File: src/rtl/excompress_if.sv
// Handshake bundle for the word compressor: uncompressed words in, compressed words out.
// The slave modport is the compressor's view; master is the producer/consumer side.
interface excompress_if;
    logic        i_stb;
    logic        o_busy;
    logic [34:0] i_word;
    logic        o_stb;
    logic        i_busy;
    logic [34:0] o_word;

    modport slave  (input  i_stb, i_word, i_busy, output o_busy, o_stb, o_word);
    modport master (output i_stb, i_word, i_busy, input  o_busy, o_stb, o_word);
endinterface

File: src/rtl/excompress.sv
// Two-stage bus-word compressor: S1 holds the fully encoded word, the output stage presents it.
// Encoding choice and write-history update are resolved from i_word on the accepting edge.
module excompress #(
    parameter bit OPT_LOWPOWER = 1'b0
) (
    input  logic              i_clk,
    input  logic              i_reset,
    excompress_if.slave       bus,
    output logic              o_active
);
    typedef logic [34:0] word_t;

    logic        s1_vld_q, s1_vld_d;
    word_t       s1_word_q, s1_word_d;
    logic        o_stb_q, o_stb_d;
    word_t       o_word_q, o_word_d;
    logic [31:0] hist_q [8];
    logic [31:0] hist_d [8];
    logic [3:0]  hist_cnt_q, hist_cnt_d;

    logic        out_adv, accept, push;
    word_t       enc;
    logic [31:0] w, aw;
    logic        rel, inc, hit;
    logic [2:0]  hit_idx;
    logic [11:0] cnt, cm1, cm17;

    // True when bits [31:lsb] are a pure sign extension.
    function automatic logic fits_signed(input logic [31:0] v, input int lsb);
        logic [31:0] ext;
        ext = 32'($signed(v) >>> lsb);
        return (ext == '0) || (&ext);
    endfunction

    function automatic logic [11:0] sat_count(input logic [11:0] c);
        if (c == 12'd0)
            return 12'd1;
        if (c > 12'd2064)
            return 12'd2064;
        return c;
    endfunction

    assign out_adv     = !o_stb_q || !bus.i_busy;
    assign bus.o_busy  = s1_vld_q && o_stb_q && bus.i_busy;
    assign accept      = bus.i_stb && !bus.o_busy;
    assign bus.o_stb   = o_stb_q;
    assign bus.o_word  = o_word_q;
    assign o_active    = s1_vld_q || o_stb_q;

    always_comb begin
        enc     = '0;
        push    = 1'b0;
        w       = bus.i_word[31:0];
        aw      = {bus.i_word[31:2], 2'b00};
        rel     = bus.i_word[32];
        inc     = bus.i_word[0];
        hit     = 1'b0;
        hit_idx = '0;
        cnt     = sat_count(bus.i_word[11:0]);
        cm1     = cnt - 12'd1;
        cm17    = cnt - 12'd17;
        // Descending scan so the nearest valid entry wins.
        for (int i = 7; i >= 0; i--) begin
            if (4'(i) < hist_cnt_q && hist_q[i] == w) begin
                hit     = 1'b1;
                hit_idx = 3'(i);
            end
        end
        case (bus.i_word[34:33])
            2'b00: begin
                if (rel && fits_signed(aw, 3))
                    enc = {2'b00, 2'b10, aw[3:2], inc, 28'h0};
                else if (fits_signed(aw, 8))
                    enc = {2'b00, 3'b110, rel, aw[8:2], inc, 21'h0};
                else if (fits_signed(aw, 15) || rel)
                    enc = {2'b00, 3'b111, rel, aw[15:2], inc, 14'h0};
                else
                    enc = {2'b00, 1'b0, aw[31:2], 1'b0, inc};
            end
            2'b01: begin
                if (fits_signed(w, 8))
                    enc = {2'b01, 3'b110, w[8:0], 21'h0};
                else if (hit && !hit_idx[2])
                    enc = {2'b01, 3'b100, hit_idx[1:0], 28'h0};
                else if (hit)
                    enc = {2'b01, 3'b101, 6'h0, hit_idx, 21'h0};
                else if (fits_signed(w, 15)) begin
                    enc  = {2'b01, 3'b111, w[15:0], 14'h0};
                    push = 1'b1;
                end else begin
                    enc  = {2'b01, 1'b0, w};
                    push = 1'b1;
                end
            end
            2'b10: begin
                if (cnt <= 12'd16)
                    enc = {2'b10, 1'b0, cm1[3:0], 28'h0};
                else
                    enc = {2'b10, 1'b1, cm17[10:0], 21'h0};
            end
            default: enc = {2'b11, bus.i_word[32:28], 28'h0};
        endcase
    end

    always_comb begin
        s1_vld_d   = s1_vld_q;
        s1_word_d  = s1_word_q;
        o_stb_d    = o_stb_q;
        o_word_d   = o_word_q;
        hist_d     = hist_q;
        hist_cnt_d = hist_cnt_q;
        if (out_adv) begin
            o_stb_d  = s1_vld_q;
            o_word_d = (OPT_LOWPOWER && !s1_vld_q) ? '0 : s1_word_q;
        end
        if (!bus.o_busy) begin
            s1_vld_d  = bus.i_stb;
            s1_word_d = enc;
        end
        if (accept && push) begin
            for (int i = 7; i > 0; i--)
                hist_d[i] = hist_q[i-1];
            hist_d[0] = w;
            if (hist_cnt_q != 4'd8)
                hist_cnt_d = hist_cnt_q + 4'd1;
        end
        // Reset must line up with the decompressor's table pointer, so history empties too.
        if (i_reset) begin
            s1_vld_d   = 1'b0;
            o_stb_d    = 1'b0;
            hist_cnt_d = '0;
            if (OPT_LOWPOWER) begin
                o_word_d = '0;
                for (int i = 0; i < 8; i++)
                    hist_d[i] = '0;
            end
        end
    end

    always_ff @(posedge i_clk) begin
        s1_vld_q   <= s1_vld_d;
        s1_word_q  <= s1_word_d;
        o_stb_q    <= o_stb_d;
        o_word_q   <= o_word_d;
        hist_q     <= hist_d;
        hist_cnt_q <= hist_cnt_d;
    end
endmodule

File: src/flat_wrapper.sv
// flat-port wrapper written by rule: the top's interface ports become plain ports
module excompress_flat 
#(
    parameter bit OPT_LOWPOWER = 1'b0
)
  (i_clk, i_reset, o_active, bus_i_stb, bus_i_word, bus_i_busy, bus_o_busy, bus_o_stb, bus_o_word);
  excompress_if bus_i ();
  input  logic i_clk;
  input  logic i_reset;
  output logic o_active;
  input wire logic [$bits(bus_i.i_stb)-1:0] bus_i_stb;
  input wire logic [$bits(bus_i.i_word)-1:0] bus_i_word;
  input wire logic [$bits(bus_i.i_busy)-1:0] bus_i_busy;
  output wire logic [$bits(bus_i.o_busy)-1:0] bus_o_busy;
  output wire logic [$bits(bus_i.o_stb)-1:0] bus_o_stb;
  output wire logic [$bits(bus_i.o_word)-1:0] bus_o_word;
  assign bus_i.i_stb = bus_i_stb;
  assign bus_i.i_word = bus_i_word;
  assign bus_i.i_busy = bus_i_busy;
  assign bus_o_busy = bus_i.o_busy;
  assign bus_o_stb = bus_i.o_stb;
  assign bus_o_word = bus_i.o_word;
  excompress #(.OPT_LOWPOWER(OPT_LOWPOWER)) u_core (.i_clk(i_clk), .i_reset(i_reset), .bus(bus_i), .o_active(o_active));
endmodule
File: config.mk
export PLATFORM = sky130hd
export DESIGN_NAME = excompress_flat
export DESIGN_NICKNAME = d
export VERILOG_FILES = /design/src/rtl/excompress_if.sv /design/src/rtl/excompress.sv /design/src/flat_wrapper.sv
export SDC_FILE = /design/constraint.sdc
export NUM_CORES = 1
export LEC_CHECK = 0
export BUFFER_PORTS_ARGS = -buffer_cell sky130_fd_sc_hd__clkbuf_2
export CAP_MARGIN = 30
export CORE_ASPECT_RATIO = 1.1
export CORE_MARGIN = 2
export CORE_UTILIZATION = 35
export CTS_BUF_LIST = sky130_fd_sc_hd__clkbuf_16
export DETAILED_ROUTE_END_ITERATION = 8
export GPL_ROUTABILITY_DRIVEN = 0
export PLACE_DENSITY_LB_ADDON = 0.15
export SYNTH_ARGS = -nofsm -noshare
export SYNTH_HDL_FRONTEND = slang
export SYNTH_SLANG_ARGS = --single-unit
File: constraint.sdc
create_clock -name i_clk -period 25.7 [get_ports i_clk]
set_input_delay 5.14 -clock i_clk [delete_from_list [all_inputs] [get_ports i_clk]]
set_output_delay 5.14 -clock i_clk [all_outputs]
set_load 0.01 [all_outputs]
==> impl_results.md, run 1 <==
* Final min period at 11660 ps
* Filler instances at 4065
* Max VDD drop at 0.0000436 V
* Nets at 1181
* EDFF count, synth at 326
* Gr usage total at 18.0%
* Die Y at 222 um
* Critical path startpoint category: primary input
* Number of antenna violations at the first check in global routing at 0
* Yosys warnings at 0
* Detail Placement HPWL at 28800 um
* WHS Path Cells at 0
* P_leak at 5.76 nW
* Mapped Nets at 1120
* Largest net degree at the start of global routing at 196
* Number of H-tree levels at 2
* Max-Cap Viols at 0
* Hold path start: u_core.s1_word_q[3]
* Clock slew at reported path FFs at 50 ps
* Hold Buf Count CTS at 0
* R2R cell count at 12
* Root Driver: clkbuf_16
* Status: finished, final reports clean
* DP Worst Slack at 13990 ps
* Worst slew pin tran at 1110 ps
* Mean routed wirelength per cell at 23.0 um
* Ys flop type: edfxtp_1
* Clk sinks at 332
* WHS at 417 ps
* Maximum clock path buffer count at 3
* Number of vias per cell at 5.13
* Worst reg2reg path startpoint: u_core.hist_cnt_q[1]
* Share of layout cells above drive strength 1 at 13.7%
* Buffers on Ports at 76
* Sequential fraction of the synthesis area at 65.3%
* Crit path kind: primary input to output port
* Core ar. at 43000 um^2
* Pwr dens at 71.2 nW/um^2
* Site Rows at 80
* # IOs at 77
* Cts bufs inserted at 37
* Post-CTS setup buffers at 0
* ANT nets after route at 0
* Final number of hold-violating endpoints at 0
* Die W at 202 um
* Initial Utilization at 35.2%
* Relative slew slack at 26.0%
* Mapped Area at 15200 um^2
* Async S/R FF share, synth at 0%
* Number of global-route vias before repair at 9258
* FF+latch count, synth at 332
* Antenna diodes at 0
* DRC viols at 0
* Final WS setup at 14040 ps
* R2R setup slack at 21050 ps
* F_max at 85.8 MHz
* Layout area overhead at 13.1%
* Hold endpoint: u_core.bus.o_word[3]
* Post-synth top area cell: edfxtp_1
* DR pass1 iterations at 5
* Synth area leaders: edfxtp_1 (65%), xor2_1 (9.0%), xnor2_1 (6.2%)
* Die area at 45000 um^2
* Setup total negative slack at 0 ps
* Final setup fails at 0
* Type of the tightest min-delay check: register to register
* CP Capture Type: output port
* Skew final at 22.5 ps
* First-pass GRT wire length at 58900 um
* Via count at 8906
* Final period util at 45.4%
* Top cell type's share of synthesized area at 64.5%
* Most frequent cell after synthesis: edfxtp_1
* Post-Syn Instances at 1078
* Avg Cell Area, Syn at 14.1 um^2
* CTS tree: yes
* WP data required at 20560 ps
* Final Slew Violations at 0
* Top cells by count, synth: edfxtp_1 (326), xor2_1 (155), xnor2_1 (107)
* Crit path max fanout at 37
* Clk_lat worst skew at 560 ps
* Worst path arrival time at 6520 ps
* RSZ-0062 raised after global routing: false
* DRT Wirelength at 40000 um
* FF-to-FF End: u_core.hist_q[177]
* Gr ovfl total at 0
* PostCTS Resize Cnt at 0
* Starting DRT DRC Count at 778
* Netlist cell types at 66
-- routing by layer --
layer  wire (um)  vias to the layer above  global-route usage, %
met1       15700                     4278                   20.8
met2       20200                      350                   31.6
li1            -                     4170                      -
met5           0                        -                      0
met3        1810                      108                   2.60
met4        2300                        0                   10.6
-- state kept, by name, summed over array words and instances (netlist names) --
| register | cells |
|---|---|
| u_core.bus.o_stb | 1 |
| u_core.hist_q | 256 |
| u_core.s1_vld_q | 1 |
| u_core.bus.o_word | 35 |
| u_core.s1_word_q | 35 |
| u_core.hist_cnt_q | 4 |
-- how the worst max path moves through the flow --
stage                   from               end  slack (ps)  cells after the start
2_1_floorplan  bus_i_word[7]  u_core.hist_q[0]         560                      9
3_3_place_gp      bus_i_busy        bus_o_busy       14040                      4
3_5_place_dp      bus_i_busy        bus_o_busy       13990                      4
4_1_cts           bus_i_busy        bus_o_busy       13990                      4
5_1_grt           bus_i_busy        bus_o_busy       13890                      4
6_report          bus_i_busy        bus_o_busy       14040                      4
-- kinds of logic after synthesis --
kind of cell	after synthesis	synth area share [%]
xor+xnor	262	15.1
buf+inv	76	2.46
fa+ha+maj	3	0.248
flops	332	65.3
compound gates	96	4.39
mux	24	1.63
simple gates	285	10.8
-- report_power, final --
part,leakage (nW),switching (mW),internal [mW],total (mW)
logic,2.00,0.0667,0.0317,0.0984
registers,3.19,0.00905,0.617,0.626
clock network,0.571,0.214,0.283,0.496
total,5.76,0.289,0.932,1.22
-- layout make-up --
class	instances	area, um^2	area share [%]
tap	574	718	4.19
inverter	14	52.6	0.306
clock buffer	37	926	5.40
timing repair buffer	84	453	2.64
clock inverter	26	198	1.15
sequential	332	9910	57.8
multi-input combinational	670	4890	28.5
-- metrics by stage --
step                      total power [mW]  util, %  instance area [um^2]  std cells
after floorplan                      0.706        -                 15200       1078
after global placement               0.737     37.2                 16000       1674
after detailed placement             0.737     37.2                 16000       1674
after CTS                             1.24     39.8                 17200       1737
after global routing                  1.26     39.8                 17200       1737
final                                 1.22     39.8                 17200       1737
-- cell usage in the layout (no fill, tap or decap), types with 5 or more instances in the layout --
master       n
a21oi_1     19
and2_1      18
buf_4        7
clkbuf_16   37
clkbuf_2    76
clkinv_1     6
clkinv_2    11
dfxtp_1      6
edfxtp_1   326
inv_1       17
mux2_2       5
mux2i_1     19
nand2_1     44
nand2b_1     5
nand3_1     20
nand4_1     36
nand4b_1     7
nor2_1      34
nor3_1      22
nor4_1      56
nor4b_1      7
o21ai_0     21
o22ai_1      9
o31ai_1      5
or4_1        8
xnor2_1    107
xor2_1     155
-- worst max-delay path, stage by stage --
cell	delay [ps]
clkbuf_2	110
nand3_2	690
inv_1	360
clkbuf_2	200
(Power assumes the default switching activity.)
==> run 2: changes to the inputs <==
==> constraint.sdc (replaced) <==
create_clock -name i_clk -period 10.1 [get_ports i_clk]
set_input_delay 2.02 -clock i_clk [delete_from_list [all_inputs] [get_ports i_clk]]
set_output_delay 2.02 -clock i_clk [all_outputs]
set_load 0.01 [all_outputs]
==> run 2 against run 1 <==
Effect of this change: total power increased to 2.6 times the previous value; sequential share of layout area decreased by 0.21 points; clock power increased to 2.6 times the previous value; core utilization increased by 0.15 points; non-clock buffer count decreased by 1; die area unchanged; largest cell class unchanged; largest power group unchanged.
==> impl_results.md, run 2 (synthesized netlist as in run 1, its figures left out) <==
* Share of layout cells above drive strength 1 at 13.3% (-0.38 points)
* Gr usage total at 19.0% (+0.98 points)
* Via count at 9096 (+2.1%)
* WP data required at 10280 ps (-10280 ps)
* Max stage delay cell, worst path: buf_4
* PostCTS Resize Cnt at 0 (unchanged)
* Maximum clock path buffer count at 3 (unchanged)
* Initial Utilization at 35.2% (unchanged)
* Relative slew slack at 27.3% (+1.3 points)
* Gr ovfl total at 0 (unchanged)
* Final number of hold-violating endpoints at 0 (unchanged)
* R2R cell count at 11 (-1)
* Top delay family on crit path: simple AND/OR/NAND/NOR gates
* Core ar. at 43000 um^2 (unchanged)
* Final setup fails at 0 (unchanged)
* Largest net degree at the start of global routing at 182 (-7.1%)
* # IOs at 77 (unchanged)
* Max VDD drop at 0.000134 V (+210%)
* ANT nets after route at 0 (unchanged)
* Site Rows at 80 (unchanged)
* Worst path arrival time at 6530 ps (about the same)
* CP Capture Type: register
* Status: finished, final reports clean
* Most frequent cells in the layout: edfxtp_1 (326), xor2_1 (155), xnor2_1 (107)
* Die Y at 222 um (unchanged)
* Slowest stage delay, CP at 880 ps (+190 ps)
* Buffers on Ports at 76 (unchanged)
* RSZ-0062 raised after global routing: false
* Root Driver: clkbuf_16
* Max-Cap Viols at 0 (unchanged)
* CP Depth at 10 (+6)
* Final period util at 62.9%
* Antenna diodes at 0 (unchanged)
* Max FFs per register at 256 (unchanged)
* DR pass1 iterations at 6 (+1)
* DRT Wirelength at 42800 um (+7.0%)
* Clock slew at reported path FFs at 60 ps (about the same)
* Critical path startpoint category: primary input
* Number of antenna violations at the first check in global routing at 0 (unchanged)
* Detail Placement HPWL at 30500 um (+5.7%)
* Post-layout util at 40.0% (+0.15 points)
* Skew final at 23.3 ps (+0.756 ps)
* CP Cell Sequence: clkbuf_2 -> or3_2 -> nor2_1 -> nand4b_1 -> nand2_1 -> nor2_1 -> nand4_2 -> nor3_4 -> buf_12 -> buf_4
* CP most frequent cell: nor2_1
* Final Slew Violations at 0 (unchanged)
* Crit path kind: primary input to register
* Number of vias per cell at 5.23 (+2.0%)
* F_max at 157 MHz
* Final min period at 6350 ps
* Number of global-route vias before repair at 9260 (+0.022%)
* Worst path bufs/invs at 3 (unchanged)
* Nets at 1181 (unchanged)
* Commonest non-fill, non-tap cell in the layout: edfxtp_1
* CTS tree: yes
* First-pass GRT wire length at 61500 um (+4.3%)
* DRC viols at 0 (unchanged)
* Starting DRT DRC Count at 765 (-1.7%)
* WHS at 409 ps (-7.60 ps)
* Pwr dens at 183 nW/um^2 (+160%)
* Cts bufs inserted at 38 (+2.7%)
* Layout area overhead at 13.5%
* Clk sinks at 332 (unchanged)
* Die area at 45000 um^2 (unchanged)
* Type of the tightest min-delay check: register to register
* Post-CTS setup buffers at 0 (unchanged)
* Clk_lat worst skew at 570 ps (about the same)
* Number of H-tree levels at 2 (unchanged)
* R2R setup slack at 4960 ps (-16090 ps)
* Crit path max fanout at 181 (+390%)
* Worst slew pin tran at 1090 ps (-19.4 ps)
* WHS Path Cells at 0 (unchanged)
* Die W at 202 um (unchanged)
* Mean routed wirelength per cell at 24.6 um (+6.8%)
* Reg with most FFs: u_core.hist_q
* Hold Buf Count CTS at 0 (unchanged)
* P_leak at 5.81 nW (+0.93%)
* Setup total negative slack at 0 ps (unchanged)
run 2: cell types whose count changed in the layout (fill, tap and decap cells not counted), sizes merged:
cell	before	now
buf	8	7
clkinv	19	12
clkbuf	113	114
inv	18	28
run 2: report_power, final:
part	internal, mW	switching [mW]
sequential	1.57	0.0248
clock	0.743	0.563
combinational	0.0804	0.177
total	2.39	0.765
run 2: layer usage:
layer	up-vias	track usage [%]	wire, um
li1	4148	-	-
met1	4486	21.4	16000
met2	354	33.9	22100
met3	108	3.05	2280
met4	0	10.7	2390
met5	-	0	0
run 2: stage by stage:
stage	cell area, um^2	power [mW]	worst slack, ps	instances
CTS	17200	3.20	3930	1740
global route	17200	3.26	3530	1740
floorplan	15200	1.78	25.9	1078
global placement	16000	1.89	3350	1672
detailed placement	16000	1.89	3340	1673
finish	17200	3.16	3750	1740
run 2: path summary, 6_finish.rpt:
| kind | startpoint | end |
|---|---|---|
| min | u_core.s1_word_q[13] | u_core.bus.o_word[13] |
| min reg2reg | u_core.s1_word_q[13] | u_core.bus.o_word[13] |
| max | bus_i_word[8] | u_core.hist_q[17] |
| max reg2reg | u_core.hist_cnt_q[1] | u_core.hist_q[17] |
run 2: cell type report:
cell class,instances,area (um^2)
inverter,14,52.6
tap,574,718
sequential,332,9910
clock buffer,38,951
multi-input combinational,670,4900
timing repair buffer,83,445
clock inverter,29,236
fill,4081,25800
